`src/rtl/dmem_port_arbiter.sv`:
```
// Two-port data-memory arbiter: round-robin between CPU (port 0) and DMA/debug (port 1).
// Latency: gnt is combinational in IDLE; store/error done at gnt+1, load done at gnt+2.
// Backpressure: requesters hold req until gnt; a new grant is issued only from IDLE.
module dmem_port_arbiter #(
   parameter int DM_ADDRESS = 9,
   parameter int DATA_W     = 32
) (
   input  logic                  clk,
   input  logic                  rst_n,
   input  logic [1:0]            req,
   input  logic [1:0]            we,
   input  logic [DM_ADDRESS-1:0] addr0,
   input  logic [DM_ADDRESS-1:0] addr1,
   input  logic [DATA_W-1:0]     wd0,
   input  logic [DATA_W-1:0]     wd1,
   input  logic [2:0]            funct3_0,
   input  logic [2:0]            funct3_1,
   output logic [1:0]            gnt,
   output logic [1:0]            done,
   output logic [1:0]            err,
   output logic [DATA_W-1:0]     rd,
   output logic [DM_ADDRESS-1:0] mem_addr,
   output logic [DATA_W-1:0]     mem_wd,
   output logic [3:0]            mem_wr,
   input  logic [DATA_W-1:0]     mem_rd
);

   localparam logic [1:0] S_IDLE   = 2'd0;
   localparam logic [1:0] S_ACCESS = 2'd1;
   localparam logic [1:0] S_RESP   = 2'd2;

   logic [1:0]            state;
   logic [1:0]            state_nxt;
   logic                  last;      // port granted most recently
   logic                  pick;      // port chosen this cycle
   logic                  cap_port;
   logic                  cap_we;
   logic [DM_ADDRESS-1:0] cap_addr;
   logic [DATA_W-1:0]     cap_wd;
   logic [2:0]            cap_f3;
   logic [1:0]            off;
   logic                  illegal;
   logic                  fin;
   logic [15:0]           sel;
   logic [DATA_W-1:0]     load_val;
   logic [DATA_W-1:0]     rd_q;

   assign off      = cap_addr[1:0];
   assign mem_addr = {cap_addr[DM_ADDRESS-1:2], 2'b00};

   // Round-robin pick: a lone requester wins, a tie goes to the port not granted last
   always_comb begin
      pick = 1'b0;
      gnt  = 2'b00;
      if (state == S_IDLE && req != 2'b00) begin
         if (req == 2'b11) pick = ~last;
         else              pick = req[1];
         gnt = pick ? 2'b10 : 2'b01;
      end
   end

   // Access legality: unknown sizes and misaligned halfword/word accesses are rejected
   always_comb begin
      case (cap_f3)
         3'b000, 3'b100: illegal = 1'b0;
         3'b001, 3'b101: illegal = off[0];
         3'b010:         illegal = (off != 2'b00);
         default:        illegal = 1'b1;
      endcase
   end

   // Store lane placement: data replicated across lanes, enables only on a legal store's ACCESS cycle
   always_comb begin
      mem_wr = 4'b0000;
      case (cap_f3[1:0])
         2'b00:   mem_wd = {4{cap_wd[7:0]}};
         2'b01:   mem_wd = {2{cap_wd[15:0]}};
         default: mem_wd = cap_wd;
      endcase
      if (state == S_ACCESS && cap_we && !illegal) begin
         case (cap_f3[1:0])
            2'b00:   mem_wr = 4'b0001 << off;
            2'b01:   mem_wr = off[1] ? 4'b1100 : 4'b0011;
            default: mem_wr = 4'b1111;
         endcase
      end
   end

   // Load alignment and sign/zero extension of the addressed byte/halfword
   assign sel = 16'(mem_rd >> {off, 3'b000});
   always_comb begin
      case (cap_f3)
         3'b000:  load_val = {{16{sel[7]}}, {8{sel[7]}}, sel[7:0]};
         3'b100:  load_val = {24'd0, sel[7:0]};
         3'b001:  load_val = {{16{sel[15]}}, sel[15:0]};
         3'b101:  load_val = {16'd0, sel[15:0]};
         default: load_val = mem_rd;
      endcase
   end

   // Load result is live during RESP and held afterwards
   assign rd = (state == S_RESP) ? load_val : rd_q;

   // Completion pulses go to the port that owns the current access
   always_comb begin
      done = 2'b00;
      err  = 2'b00;
      fin  = (state == S_ACCESS && (cap_we || illegal)) || (state == S_RESP);
      if (fin) done[cap_port] = 1'b1;
      if (fin && state == S_ACCESS && illegal) err[cap_port] = 1'b1;
   end

   // Sequencing: IDLE -> ACCESS -> (legal load) RESP -> IDLE
   always_comb begin
      state_nxt = state;
      case (state)
         S_IDLE:   if (req != 2'b00) state_nxt = S_ACCESS;
         S_ACCESS: state_nxt = (!cap_we && !illegal) ? S_RESP : S_IDLE;
         default:  state_nxt = S_IDLE;
      endcase
   end

   // State, round-robin pointer, captured request fields and held load result
   always_ff @(posedge clk or negedge rst_n) begin
      if (!rst_n) begin
         state    <= S_IDLE;
         last     <= 1'b1;
         cap_port <= 1'b0;
         cap_we   <= 1'b0;
         cap_addr <= '0;
         cap_wd   <= '0;
         cap_f3   <= 3'b000;
         rd_q     <= '0;
      end else begin
         state <= state_nxt;
         if (gnt != 2'b00) begin
            last     <= pick;
            cap_port <= pick;
            cap_we   <= we[pick];
            cap_addr <= pick ? addr1 : addr0;
            cap_wd   <= pick ? wd1 : wd0;
            cap_f3   <= pick ? funct3_1 : funct3_0;
         end
         if (state == S_RESP) rd_q <= load_val;
      end
   end

endmodule

```
`config.mk`:
```
export PLATFORM = sky130hd
export DESIGN_NAME = dmem_port_arbiter
export DESIGN_NICKNAME = d
export VERILOG_FILES = /design/src/rtl/dmem_port_arbiter.sv
export SDC_FILE = /design/constraint.sdc
export NUM_CORES = 1
export LEC_CHECK = 0
export BUFFER_PORTS_ARGS = -buffer_cell sky130_fd_sc_hd__buf_4
export CAP_MARGIN = 20
export CORE_MARGIN = 3
export CORE_UTILIZATION = 40
export CTS_CLUSTER_DIAMETER = 200
export DETAILED_ROUTE_END_ITERATION = 16
export HOLD_SLACK_MARGIN = 0.05
export PLACE_DENSITY = 0.78
export RECOVER_POWER = 50
export SYNTH_ARGS = -nofsm -noshare
export SYNTH_HDL_FRONTEND = slang
export SYNTH_SLANG_ARGS = --single-unit
```
`constraint.sdc`:
```
create_clock -name clk -period 3.7 [get_ports clk]
set_clock_uncertainty 0.2 [all_clocks]
set_input_delay 0.37 -clock clk [delete_from_list [all_inputs] [get_ports clk]]
set_output_delay 0.37 -clock clk [all_outputs]
set_load 0.05 [all_outputs]
```
# Yosys cells after proc, flatten, opt, wreduce, memory -nomap -nowiden
# Index checks and enable logic that the tools add are counted.
dict set report word_totals {
  memories 0
  register_bits 81
  latch_bits 0
  word_cells 67
  rom_bits 0
  mem_bits_rw 0
  input_bits 126
}
dict set report op_classes {
  div_mod_pow 0
  n_mul 0
  eq_ne 9
  muxes 24
  bitwise_logic 1
  magnitude_cmp 3
  n_shift 2
  addsub 0
  n_reduce_logical 20
}
# operator n
set op_table {}
lappend op_table {{$pmux W32 S4} 1}
lappend op_table {{$mux W32} 2}
lappend op_table {{$pmux W32 S2} 1}
lappend op_table {{$shr A32 B5 Y16} 1}
lappend op_table {{$mux W2} 6}
lappend op_table {{$mux W9} 1}
lappend op_table {{$logic_and A1 B1 Y1} 8}
lappend op_table {{$mux W4} 2}
lappend op_table {{$pmux W4 S2} 1}
lappend op_table {{$eq A3 B3 Y1 const B} 2}
lappend op_table {{$mux W1} 6}
lappend op_table {{$reduce_bool A2 Y1} 3}
lappend op_table {{$eq A2 B1 Y1 const B} 2}
lappend op_table {{$eq A2 B2 Y1 const B} 2}
lappend op_table {{$logic_not A2 Y1} 2}
lappend op_table {{$lt A1 B2 Y1 const B} 2}
lappend op_table {{$pmux W2 S2} 1}
lappend op_table {{$reduce_or A2 Y1} 2}
lappend op_table {{$shl A1 B2 Y4 const A} 1}
lappend op_table {{$eq A3 B1 Y1 const B} 1}
lappend op_table {{$eq A3 B2 Y1 const B} 1}
lappend op_table {{$logic_not A3 Y1} 1}
lappend op_table {{$mux W3} 1}
lappend op_table {{$pmux W1 S3} 1}
lappend op_table {{6 further kinds} 8}

# Logic depth before layout (Yosys ltp)
# Gate-level depths: netlist (run 1).
dict set report depth {
  word_depth 9
  mapped_depth 6
}

# Worst setup path after synthesis (run 1)
# OpenSTA, ideal clock, no wires.
dict set report synth_path {
  path_type {register to output}
  from {register cap_addr[1]}
  to {output rd[6]}
  stages_incl_launch_ff 7
  arrival_time_ps 2437
  path_slack_ps 693
  path_buffers 2
  required_ps 3130
  path_cell_list {dfrtp_1 -> clkbuf_1 -> clkbuf_1 -> nor2_1 -> nor2_1 -> o22ai_1 -> o21ai_0}
}
dict set report synth_via {
  elab_chain_cells 3
}
# item line_no
set synth_rtl {}
lappend synth_rtl {{start: declaration} 38} ;# logic [DM_ADDRESS-1:0] cap_addr;
lappend synth_rtl {{start signal: assignment} 140} ;# cap_addr <= pick ? addr1 : addr0;
lappend synth_rtl {{$shr A32 B5 Y16} 90} ;# assign sel = 16'(mem_rd >> {off, 3'b000});
lappend synth_rtl {{$pmux W32 S4} 92} ;# case (cap_f3)
lappend synth_rtl {{$mux W32} -}
lappend synth_rtl {{end: declaration} 21} ;# output logic [DATA_W-1:0] rd,
# Every way passes these cells.

# Worst setup path in the final report (run 1)
dict set report layout_path {
  from {register cap_addr[1]}
  to {output rd[0]}
}
# The elaborated chain is that of the path after synthesis.

==> impl_results.rst, run 1 <==
.. list-table::
   :header-rows: 1

   * - Metric
     - Value
   * - Simple-gate share of the synthesized area
     - 7.48%
   * - Class of the most critical setup path
     - flip-flop to output port
   * - Initial core utilization
     - between 40% and 50%
   * - Gate count of the mapped netlist
     - 456
   * - Required time of the critical path
     - ~3100 ps
   * - Number of global-route vias before repair
     - between 4000 and 5000
   * - Total congestion overflow after global routing
     - 0
   * - Layout filler cell count
     - about 900
   * - Core Area
     - around 11000 um2
   * - Post-synthesis compound-gate area fraction
     - between 30% and 40%
   * - Class of the tightest hold or removal check
     - input pin to flip-flop
   * - Mux share of post-synthesis cell area
     - between 10% and 20%
   * - Status
     - finished, violations left
   * - Leading cell types by count after synthesis
     - 80 x sky130_fd_sc_hd__dfrtp_1, 47 x sky130_fd_sc_hd__a21o_1, 45 x sky130_fd_sc_hd__a22o_1, 35 x sky130_fd_sc_hd__o21ai_0, 34 x sky130_fd_sc_hd__nand2_1
   * - Violated checks
     - capacitance limit, slew limit
   * - CTS tree
     - built
   * - Number of optimization iterations in the first detailed-route pass
     - 5
   * - Number of antenna cells inserted
     - 0
   * - Die ar.
     - approximately 13000 um2
   * - Overall Global Routing Usage
     - about a quarter
   * - Number of vias after detailed routing
     - approximately 4600
   * - Buffers from clock root to sink, at most
     - 2
   * - Post-CTS setup buffer count
     - 0
   * - Cell with the most instances after synthesis
     - sky130_fd_sc_hd__dfrtp_1
   * - F_max
     - 0.309 GHz
   * - Worst hold margin
     - between 100 and 150 ps
   * - Syn Std Cell Area
     - between 4000 and 5000 um2
   * - R2R depth
     - 5
   * - Top post-synthesis cells by area
     - sky130_fd_sc_hd__dfrtp_1 44%, sky130_fd_sc_hd__a22o_1 8.7%, sky130_fd_sc_hd__a21o_1 7.8%, sky130_fd_sc_hd__mux2i_1 5.7%, sky130_fd_sc_hd__mux2_2 4.2%
   * - Clock-pin slew on the worst setup and hold paths
     - about 70 ps
   * - Share of cells above drive strength 1
     - a little over a third
   * - Count of final hold-check violations
     - 0
   * - Drt drc
     - 0
   * - Cell taking the most area after synthesis
     - sky130_fd_sc_hd__dfrtp_1
   * - Worst setup path startpoint
     - cap_addr[1]
   * - Biggest fanout along the worst timing path
     - 16
   * - Setup repair after global routing missed its margin
     - no
   * - Initial drt markers
     - 370
   * - Share of synthesized cell area in full adder, half adder and majority cells
     - 0%
   * - Max capacitance violation total
     - 2
   * - Number of endpoints failing setup at the final stage
     - 0
   * - Hold bufs inserted after CTS
     - 45
   * - Sum of net half-perimeters after detailed placement
     - roughly 11 mm
   * - Nets@finish
     - ~800
   * - Number of enable-type register cells in the synthesized netlist
     - 0
   * - Number of unique standard cell types used by synthesis
     - 35
   * - Width of the chip
     - ~110 um
   * - Crit path setup slack, layout
     - approximately 460 ps
   * - Arrival time at the worst endpoint
     - around 2700 ps
   * - Maximum number of pins on one net before global-route repair
     - just over 80
   * - Number of CTS-inserted buffers
     - 9
   * - Top-area cell type share of the netlist area
     - between 40 and 50%
   * - Wire length after detailed routing
     - roughly 16 mm
   * - Capturing instance or port of the critical path
     - rd[0]
   * - Cells resized by post-CTS repair
     - 0
   * - Number of antenna-violating nets in the routed design
     - 0
   * - Worst flop-to-flop path startpoint
     - state[1]
   * - Routed length per instance
     - between 15 and 20 um
   * - Pins over their slew limit
     - a little over 70
   * - Dominant combinational cell family by area after synthesis
     - compound AO/OA/AOI/OAI gates
   * - Post-synthesis average cell area
     - around 10 um2
   * - Std-Cell Rows
     - 38
   * - Global-route wire length before repair
     - 25.7 mm
   * - Share of synthesized registers carrying an async set or reset
     - 100%
   * - Clk root buf
     - sky130_fd_sc_hd__clkbuf_16
   * - Number of sinks driven by the clock tree
     - roughly 80
   * - Final clock period utilization by the worst path
     - between 80% and 90%
   * - Worst setup timing slack at the placement stage
     - around 900 ps
   * - Register-to-Register Setup Slack
     - ~860 ps
   * - Routability congestion estimate
     - around 0.91
   * - Number of port buffers
     - ~210
   * - Slew at the pin closest to its max-slew limit
     - roughly 2500 ps
   * - Setup crit start kind
     - flip-flop
   * - Portion of the post-synthesis area used by sequential elements
     - 44.7%
   * - Die Y
     - ~110 um
   * - Number of antenna violations at the first check in global routing
     - 0
   * - Reg2reg end
     - cap_addr[8]
   * - Post-synth top flop
     - sky130_fd_sc_hd__dfrtp_1
   * - Total of warnings raised by yosys
     - 0
   * - Area added between synthesis and finish
     - 49.2%
   * - Slew margin rel.
     - -67.4%
   * - Average via count per standard cell
     - between 5 and 6
   * - H-Tree Level Count
     - 3
   * - Minimum clock period after layout
     - around 3200 ps
   * - Total negative setup slack
     - 0 ps
   * - Worst-Skew Late Latency
     - 350 ps
   * - Area share of xor/xnor cells in the synthesized design
     - 0%
   * - Count of boundary I/O pins
     - about 210
   * - Kind of end point of the critical path
     - output port
   * - Number of storage elements in the synthesis netlist
     - 81
[worst max-delay path, stage by stage, from the launching register on]
cell	delay (ps)
sky130_fd_sc_hd__dfrtp_1	680
sky130_fd_sc_hd__clkbuf_1	380
sky130_fd_sc_hd__nand2b_1	320
sky130_fd_sc_hd__a2bb2oi_1	290
sky130_fd_sc_hd__o22ai_1	120
sky130_fd_sc_hd__o21ai_0	280
sky130_fd_sc_hd__buf_4	250
[worst min-delay path by stage]
stage / startpoint / to / slack [ps] / cells past startpoint
final: addr0[6] / cap_addr[6] / 120 / 3
after global routing: funct3_0[2] / cap_f3[2] / 120 / 3
after CTS: rst_n / rd_q[0] / 60 / 1
after detailed placement: rd_q[7] / rd_q[7] / 280 / 1
after global placement: rd_q[7] / rd_q[7] / 280 / 1
after floorplan: rst_n / cap_addr[0] / -130 / 0
[sequential cells by signal, summed over array words and instances (netlist names)]
signal,count
cap_addr,9
last,1
cap_wd,32
cap_f3,3
cap_port,1
rd_q,32
state,2
cap_we,1
[kinds of logic after synthesis]
kind of cell	after synthesis
compound gates	191
simple gates	76
buf+inv	63
other cells	1
flops	81
mux	44
[final cells by class]
class	instances	area, um2	share of cell area [%]
clock buffer	9	225	3.33
clock inverter	7	95.1	1.40
inverter	4	15.0	0.222
multi-input combinational	313	2190	32.3
sequential	81	2030	30.0
tap	140	175	2.59
timing repair buffer	263	2040	30.2
[placed cells by master (no fill, tap or decap), types with 2 or more instances in the layout]
cell type                       instances
sky130_fd_sc_hd__mux2_2                17
sky130_fd_sc_hd__nor2_1                23
sky130_fd_sc_hd__dlygate4sd3_1         46
sky130_fd_sc_hd__a2bb2oi_1              7
sky130_fd_sc_hd__clkinv_2               2
sky130_fd_sc_hd__clkbuf_16              9
sky130_fd_sc_hd__nand2b_1               5
sky130_fd_sc_hd__nor3_1                 3
sky130_fd_sc_hd__mux2i_1               26
sky130_fd_sc_hd__inv_1                  4
sky130_fd_sc_hd__o22ai_1                7
sky130_fd_sc_hd__nor4_1                 2
sky130_fd_sc_hd__clkinv_4               2
sky130_fd_sc_hd__clkbuf_1              18
sky130_fd_sc_hd__nor2b_1                3
sky130_fd_sc_hd__buf_4                198
sky130_fd_sc_hd__bufinv_16              2
sky130_fd_sc_hd__conb_1                 2
sky130_fd_sc_hd__a22oi_1                8
sky130_fd_sc_hd__a21oi_1               21
sky130_fd_sc_hd__o2bb2ai_1              7
sky130_fd_sc_hd__a22o_1                45
sky130_fd_sc_hd__o21ai_0               38
sky130_fd_sc_hd__a21o_1                47
sky130_fd_sc_hd__nand2_1               34
sky130_fd_sc_hd__dfrtp_1               79
sky130_fd_sc_hd__o21ai_2                6
[metal layers]
metal  track usage, %  routed length, um
met3             8.41               1510
met2             43.4               8010
met4             8.49                350
met1             31.0               6220
met5                0                  0
[per-stage QoR]
step                area [um2]  utilization, %  instances
floorplan                 4540               -        457
finish                    6770            61.6        817
global route              6770            61.6        817
CTS                       6830            62.1        815
global placement          6050            55.1        754
detailed placement        6050            55.1        754
Power of run 1 is not shown: default switching activity piles up to over one toggle a cycle in this logic, so the estimate is an artifact.
==> inputs of run 2 (changes only) <==
--- a/config.mk
+++ b/config.mk
@@ -7,12 +7,14 @@
 export LEC_CHECK = 0
 export BUFFER_PORTS_ARGS = -buffer_cell sky130_fd_sc_hd__buf_4
 export CAP_MARGIN = 20
+export CELL_PAD_IN_SITES_DETAIL_PLACEMENT = 2
+export CELL_PAD_IN_SITES_GLOBAL_PLACEMENT = 2
 export CORE_MARGIN = 3
-export CORE_UTILIZATION = 40
+export CORE_UTILIZATION = 29
 export CTS_CLUSTER_DIAMETER = 200
 export DETAILED_ROUTE_END_ITERATION = 16
 export HOLD_SLACK_MARGIN = 0.05
-export PLACE_DENSITY = 0.78
+export PLACE_DENSITY = 0.93
 export RECOVER_POWER = 50
 export SYNTH_ARGS = -nofsm -noshare
 export SYNTH_HDL_FRONTEND = slang
==> run 2 against run 1 <==
Compared with the run above: largest cell class unchanged; flip-flop and latch count unchanged; first-iteration DRC count is 47% lower; the run still ends with capacitance limit, slew limit left; final cell count is 8.6% higher; global-route usage down 0.37 points.
==> impl_results.rst, run 2 (synthesis results as in run 1) <==
.. list-table::
   :header-rows: 1

   * - Metric
     - Value
   * - Most common cell after layout, fill and taps aside
     - sky130_fd_sc_hd__buf_4
   * - Status
     - finished, violations left
   * - Worst-case hold path end point
     - cap_wd[13]
   * - Maximum number of pins on one net before global-route repair
     - 38 (-54%)
   * - H-Tree Level Count
     - 3 (unchanged)
   * - Wire length after detailed routing
     - 21.7 mm (+35%)
   * - Number of antenna violations at the first check in global routing
     - 0 (unchanged)
   * - Width of the chip
     - 131 um (+17%)
   * - Number of sinks driven by the clock tree
     - 81 (unchanged)
   * - Final clock period utilization by the worst path
     - 89.5% (+2.0 points)
   * - Launch point of the worst hold path
     - wd1[13]
   * - Registers with the most flip-flops
     - cap_wd x32, rd_q x32, cap_addr x9
   * - Cell depth of the worst hold path
     - 2 (-1)
   * - Number of port buffers
     - 206 (unchanged)
   * - Number of antenna-violating nets in the routed design
     - 0 (unchanged)
   * - Max capacitance violation total
     - 2 (unchanged)
   * - Routed length per instance
     - 24.4 um (+24%)
   * - R2R depth
     - 5 (unchanged)
   * - Required time of the critical path
     - 3130 ps (about the same)
   * - Biggest fanout along the worst timing path
     - 35 (+19)
   * - Slew margin rel.
     - -41.5% (+26 points)
   * - Clock-pin slew on the worst setup and hold paths
     - 70 ps (about the same)
   * - Number of optimization iterations in the first detailed-route pass
     - 4 (-1)
   * - Die ar.
     - 17200 um2 (+36%)
   * - Class of the tightest hold or removal check
     - input pin to flip-flop
   * - Count of final hold-check violations
     - 0 (unchanged)
   * - Routability congestion estimate
     - 0.834 (-8.3%)
   * - Register-to-Register Setup Slack
     - 890 ps (+30 ps)
   * - Arrival time at the worst endpoint
     - 2740 ps (+70 ps)
   * - Total congestion overflow after global routing
     - 0 (unchanged)
   * - Sum of net half-perimeters after detailed placement
     - 14.9 mm (+38%)
   * - Crit path setup slack, layout
     - 388 ps (-72.5 ps)
   * - Average via count per standard cell
     - 5.23 (-6.9%)
   * - Clk root buf
     - sky130_fd_sc_hd__clkbuf_16
   * - Count of boundary I/O pins
     - 209 (unchanged)
   * - Worst-Skew Late Latency
     - 350 ps (about the same)
   * - Class of the most critical setup path
     - flip-flop to output port
   * - Pins over their slew limit
     - 61 (-14%)
   * - Core Area
     - 15300 um2 (+39%)
   * - Utilization of the core after routing
     - 45.2% (-16 points)
   * - Kind of end point of the critical path
     - output port
   * - Number of antenna cells inserted
     - 0 (unchanged)
   * - F_max
     - 0.302 GHz (-2.2%)
   * - Setup repair after global routing missed its margin
     - no
   * - Reg2reg end
     - cap_wd[2]
   * - Leading cell types in the layout, fill and taps excluded
     - 200 x sky130_fd_sc_hd__buf_4, 80 x sky130_fd_sc_hd__dfrtp_1, 47 x sky130_fd_sc_hd__a21o_1
   * - Global-route wire length before repair
     - 32.3 mm (+26%)
   * - Overall Global Routing Usage
     - 25.3% (-0.37 points)
   * - Number of endpoints failing setup at the final stage
     - 0 (unchanged)
   * - Total negative setup slack
     - 0 ps (unchanged)
   * - Std-Cell Rows
     - 45 (+18%)
   * - Number of global-route vias before repair
     - 5312 (+9.2%)
   * - Initial drt markers
     - 195 (-47%)
   * - Violated checks
     - capacitance limit, slew limit
   * - Number of CTS-inserted buffers
     - 9 (unchanged)
   * - Worst setup timing slack at the placement stage
     - 844 ps (-57.8 ps)
   * - Setup crit start kind
     - flip-flop
   * - Number of vias after detailed routing
     - 4639 (+1.0%)
   * - Nets@finish
     - 797 (-0.13%)
   * - Drt drc
     - 0 (unchanged)
   * - Worst flop-to-flop path startpoint
     - state[0]
   * - Die Y
     - 131 um (+17%)
   * - Slew at the pin closest to its max-slew limit
     - 2120 ps (-372 ps)
   * - Share of cells above drive strength 1
     - 37.3% (+1.1 points)
   * - Buffers from clock root to sink, at most
     - 2 (unchanged)
   * - CTS tree
     - built
   * - Minimum clock period after layout
     - 3310 ps (+72.5 ps)
   * - Initial core utilization
     - 29.7% (-12 points)
   * - Area added between synthesis and finish
     - 51.9%
==> run 2: repair_timing <==
item	CTS	global route
setup buffers	0	0
hold endpoints to repair	77	0
endpoints found under the setup margin	0	0
gates resized for setup	0	0
hold buffers	43	0
==> run 2: per-stage QoR <==
stage	instance area (um2)	std cells	hold slack, ps
after floorplan	4540	457	-126
after global placement	6170	828	165
after detailed placement	6170	828	174
after CTS	6970	887	65.8
after global routing	6890	887	78.2
final	6890	887	77.5
==> run 2: layout make-up <==
class | count | area, um2
Sequential cell | 81 | 2030
Tap cell | 211 | 264
Clock inverter | 7 | 149
Fill cell | 1609 | 8370
Timing Repair Buffer | 262 | 2010
Inverter | 4 | 15.0
Multi-Input combinational cell | 313 | 2200
Clock buffer | 9 | 225
==> run 2: how the worst max path moves through the flow <==
stage / start / end / slack (ps) / depth (start not counted)
2_1_floorplan: cap_addr[1] / rd[6] / 690 / 6
3_3_place_gp: cap_addr[0] / rd[31] / 1030 / 5
3_5_place_dp: cap_addr[0] / rd[13] / 840 / 5
4_1_cts: cap_addr[0] / rd[12] / 440 / 5
5_1_grt: cap_f3[1] / rd[12] / 180 / 3
6_report: cap_f3[1] / rd[12] / 390 / 3
==> run 2: metal layers <==
metal / global-route usage [%] / up-vias / part of all wire (%)
met5: 0 / - / 0
met4: 7.92 / 0 / 2.4
met3: 7.41 / 32 / 7.6
met2: 44.7 / 206 / 51
met1: 29.6 / 2327 / 39
li1: - / 2074 / -
==> run 2: critical path, cell delays in order, from the launching register on <==
cell and delay [ps]:
sky130_fd_sc_hd__dfrtp_1 830, sky130_fd_sc_hd__nor4_2 990, sky130_fd_sc_hd__a22oi_1 280, sky130_fd_sc_hd__buf_4 270
Power of run 2 is left out for the same reason.
==> inputs of run 3 (changes only) <==
--- a/config.mk
+++ b/config.mk
@@ -9,7 +9,7 @@
 export CAP_MARGIN = 20
 export CELL_PAD_IN_SITES_DETAIL_PLACEMENT = 2
 export CELL_PAD_IN_SITES_GLOBAL_PLACEMENT = 2
-export CORE_MARGIN = 3
+export CORE_MARGIN = 2
 export CORE_UTILIZATION = 29
 export CTS_CLUSTER_DIAMETER = 200
 export DETAILED_ROUTE_END_ITERATION = 16
==> run 3 against run 2 <==
Compared with the run above: the run still ends with capacitance limit, slew limit left; first-iteration DRC count decreased by 21%; clock-buffer cell count increased by 2; die area decreased by 3.0%; critical endpoint is now rd[19]; largest cell class unchanged.
==> impl_results.rst, run 3 (synthesis results as in run 1) <==
.. list-table::
   :header-rows: 1

   * - Metric
     - Value
   * - Ordered cell list for the critical path
     - mux2i_1, mux4_2, or4_4, o21ai_0, buf_4
   * - Critical Path Slowest Stage Cell
     - sky130_fd_sc_hd__or4_4
   * - Average via count per standard cell
     - 5.32 (+1.7%)
   * - Die ar.
     - 16700 um2 (-3.0%)
   * - Setup crit start kind
     - flip-flop
   * - R2R depth
     - 5 (unchanged)
   * - Number of port buffers
     - 206 (unchanged)
   * - Worst-Skew Late Latency
     - 350 ps (about the same)
   * - Clk root buf
     - sky130_fd_sc_hd__clkbuf_16
   * - Arrival time at the worst endpoint
     - 2590 ps (-150 ps)
   * - Class of the most critical setup path
     - flip-flop to output port
   * - Leading cell types in the layout, fill and taps excluded
     - 199 x sky130_fd_sc_hd__buf_4, 79 x sky130_fd_sc_hd__dfrtp_1, 47 x sky130_fd_sc_hd__a21o_1
   * - Number of vias after detailed routing
     - 4727 (+1.9%)
   * - Cells resized by post-CTS repair
     - 0 (unchanged)
   * - Kind of end point of the critical path
     - output port
   * - Worst flop-to-flop path startpoint
     - state[1]
   * - Nets@finish
     - 799 (+0.25%)
   * - Sum of net half-perimeters after detailed placement
     - 14.6 mm (-2.0%)
   * - Number of antenna cells inserted
     - 0 (unchanged)
   * - Most common cell after layout, fill and taps aside
     - sky130_fd_sc_hd__buf_4
   * - Std-Cell Rows
     - 45 (unchanged)
   * - Number of antenna-violating nets in the routed design
     - 0 (unchanged)
   * - Width of the chip
     - 129 um (-1.5%)
   * - Total congestion overflow after global routing
     - 0 (unchanged)
   * - F_max
     - 0.317 GHz (+5.0%)
   * - Class of the tightest hold or removal check
     - input pin to flip-flop
   * - Clock-pin slew on the worst setup and hold paths
     - 60 ps (about the same)
   * - Biggest fanout along the worst timing path
     - 16 (-54%)
   * - Violated checks
     - capacitance limit, slew limit
   * - Number of sinks driven by the clock tree
     - 81 (unchanged)
   * - Drt drc
     - 0 (unchanged)
   * - Number of antenna violations at the first check in global routing
     - 0 (unchanged)
   * - Global-route wire length before repair
     - 33.4 mm (+3.3%)
   * - Pins over their slew limit
     - 52 (-15%)
   * - Registers with the most flip-flops
     - cap_wd x32, rd_q x32, cap_addr x9
   * - Status
     - finished, violations left
   * - Required time of the critical path
     - 3130 ps (about the same)
   * - Maximum number of pins on one net before global-route repair
     - 48 (+26%)
   * - Number of endpoints failing setup at the final stage
     - 0 (unchanged)
   * - Routability congestion estimate
     - 0.869 (+4.2%)
   * - Initial drt markers
     - 154 (-21%)
   * - Wire length after detailed routing
     - 21.8 mm (+0.44%)
   * - Cell depth of the worst hold path
     - 3 (+1)
   * - Setup repair after global routing missed its margin
     - no
   * - Max capacitance violation total
     - 2 (unchanged)
   * - Initial core utilization
     - 29.7% (unchanged)
   * - Buffers from clock root to sink, at most
     - 2 (unchanged)
   * - Worst-case hold path end point
     - cap_addr[0]
   * - Slew margin rel.
     - -55.5% (-14 points)
   * - Register-to-Register Setup Slack
     - 920 ps (+30 ps)
   * - Final clock period utilization by the worst path
     - 85.3% (-4.2 points)
   * - Die Y
     - 129 um (-1.5%)
   * - Area added between synthesis and finish
     - 51.2%
   * - Core Area
     - 15300 um2 (unchanged)
   * - Number of global-route vias before repair
     - 5538 (+4.3%)
   * - Overall Global Routing Usage
     - 26.5% (+1.2 points)
   * - Slew at the pin closest to its max-slew limit
     - 2330 ps (+210 ps)
   * - Highest cell delay on the worst timing path
     - 570 ps (-420 ps)
   * - Minimum clock period after layout
     - 3160 ps (-156 ps)
   * - Count of final hold-check violations
     - 0 (unchanged)
   * - Total negative setup slack
     - 0 ps (unchanged)
   * - Number of CTS-inserted buffers
     - 9 (unchanged)
   * - H-Tree Level Count
     - 3 (unchanged)
   * - Routed length per instance
     - 24.5 um (+0.21%)
   * - Launch point of the worst hold path
     - addr0[0]
   * - CTS tree
     - built
   * - Number of optimization iterations in the first detailed-route pass
     - 4 (unchanged)
   * - Reg2reg end
     - cap_wd[27]
   * - Count of boundary I/O pins
     - 209 (unchanged)
   * - Share of cells above drive strength 1
     - 37.2% (-0.11 points)
   * - Layout filler cell count
     - 1593 (-0.99%)
-- run 3: cell count changes in the layout (fill, tap and decap cells not counted), moves of 2 or more --
cell,previous run,this run
sky130_fd_sc_hd__clkbuf_8,0,2
sky130_fd_sc_hd__clkinvlp_4,0,2
sky130_fd_sc_hd__dlygate4sd3_1,43,46
sky130_fd_sc_hd__bufinv_16,4,1
-- run 3: metal layers --
metal / wire length (um) / vias up / share of wire (%) / track usage, %
met1: 8440 / 2404 / 39 / 30.3
met5: 0 / - / 0 / 0
met3: 1670 / 29 / 7.7 / 8.09
met2: 11200 / 217 / 51 / 47.3
li1: - / 2077 / - / -
met4: 498 / 0 / 2.3 / 8.57
-- run 3: worst max-delay path by stage --
stage / startpoint / end / slack, ps / cells past startpoint
global placement: cap_addr[0] / rd[17] / 1030 / 5
finish: cap_addr[0] / rd[19] / 540 / 5
global route: rst_n / cap_f3[1] / 240 / 2
detailed placement: cap_addr[0] / rd[19] / 900 / 5
floorplan: cap_addr[1] / rd[6] / 690 / 6
CTS: cap_addr[0] / rd[20] / 510 / 5
-- run 3: what timing repair did --
action / 4_1_cts / 5_1_grt
hold buffers: 45 / 1
hold endpoints to repair: 80 / 1
setup buffers: 0 / 0
-- run 3: area by class of cell --
cell class	instances	area [um2]	area share, %
Tap cell	211	264	3.85
Clock inverter	5	62.6	0.912
Timing Repair Buffer	264	2030	29.6
Multi-Input combinational cell	313	2200	32.2
Sequential cell	81	2030	29.6
Clock buffer	11	253	3.69
Inverter	4	15.0	0.219
-- run 3: per-stage QoR --
stage	utilization (%)	worst slack [ps]	area, um2	instances	hold slack [ps]
final	44.9	545	6860	889	127
after floorplan	-	693	4540	457	-126
after global routing	44.9	245	6860	889	134
after global placement	40.4	1030	6160	827	192
after detailed placement	40.4	897	6160	827	206
after CTS	45.4	507	6930	888	52.9
-- run 3: critical path, delay by kind of cell, from the launching register on --
| family | cells | cell delay (ps) |
|---|---|---|
| AOI/OAI and AO/OA | 1 | 180 |
| muxes | 2 | 680 |
| DFF | 1 | 540 |
| buffers and inverters | 1 | 250 |
| and+or+nand+nor | 1 | 570 |
Power of run 3 is left out for the same reason.
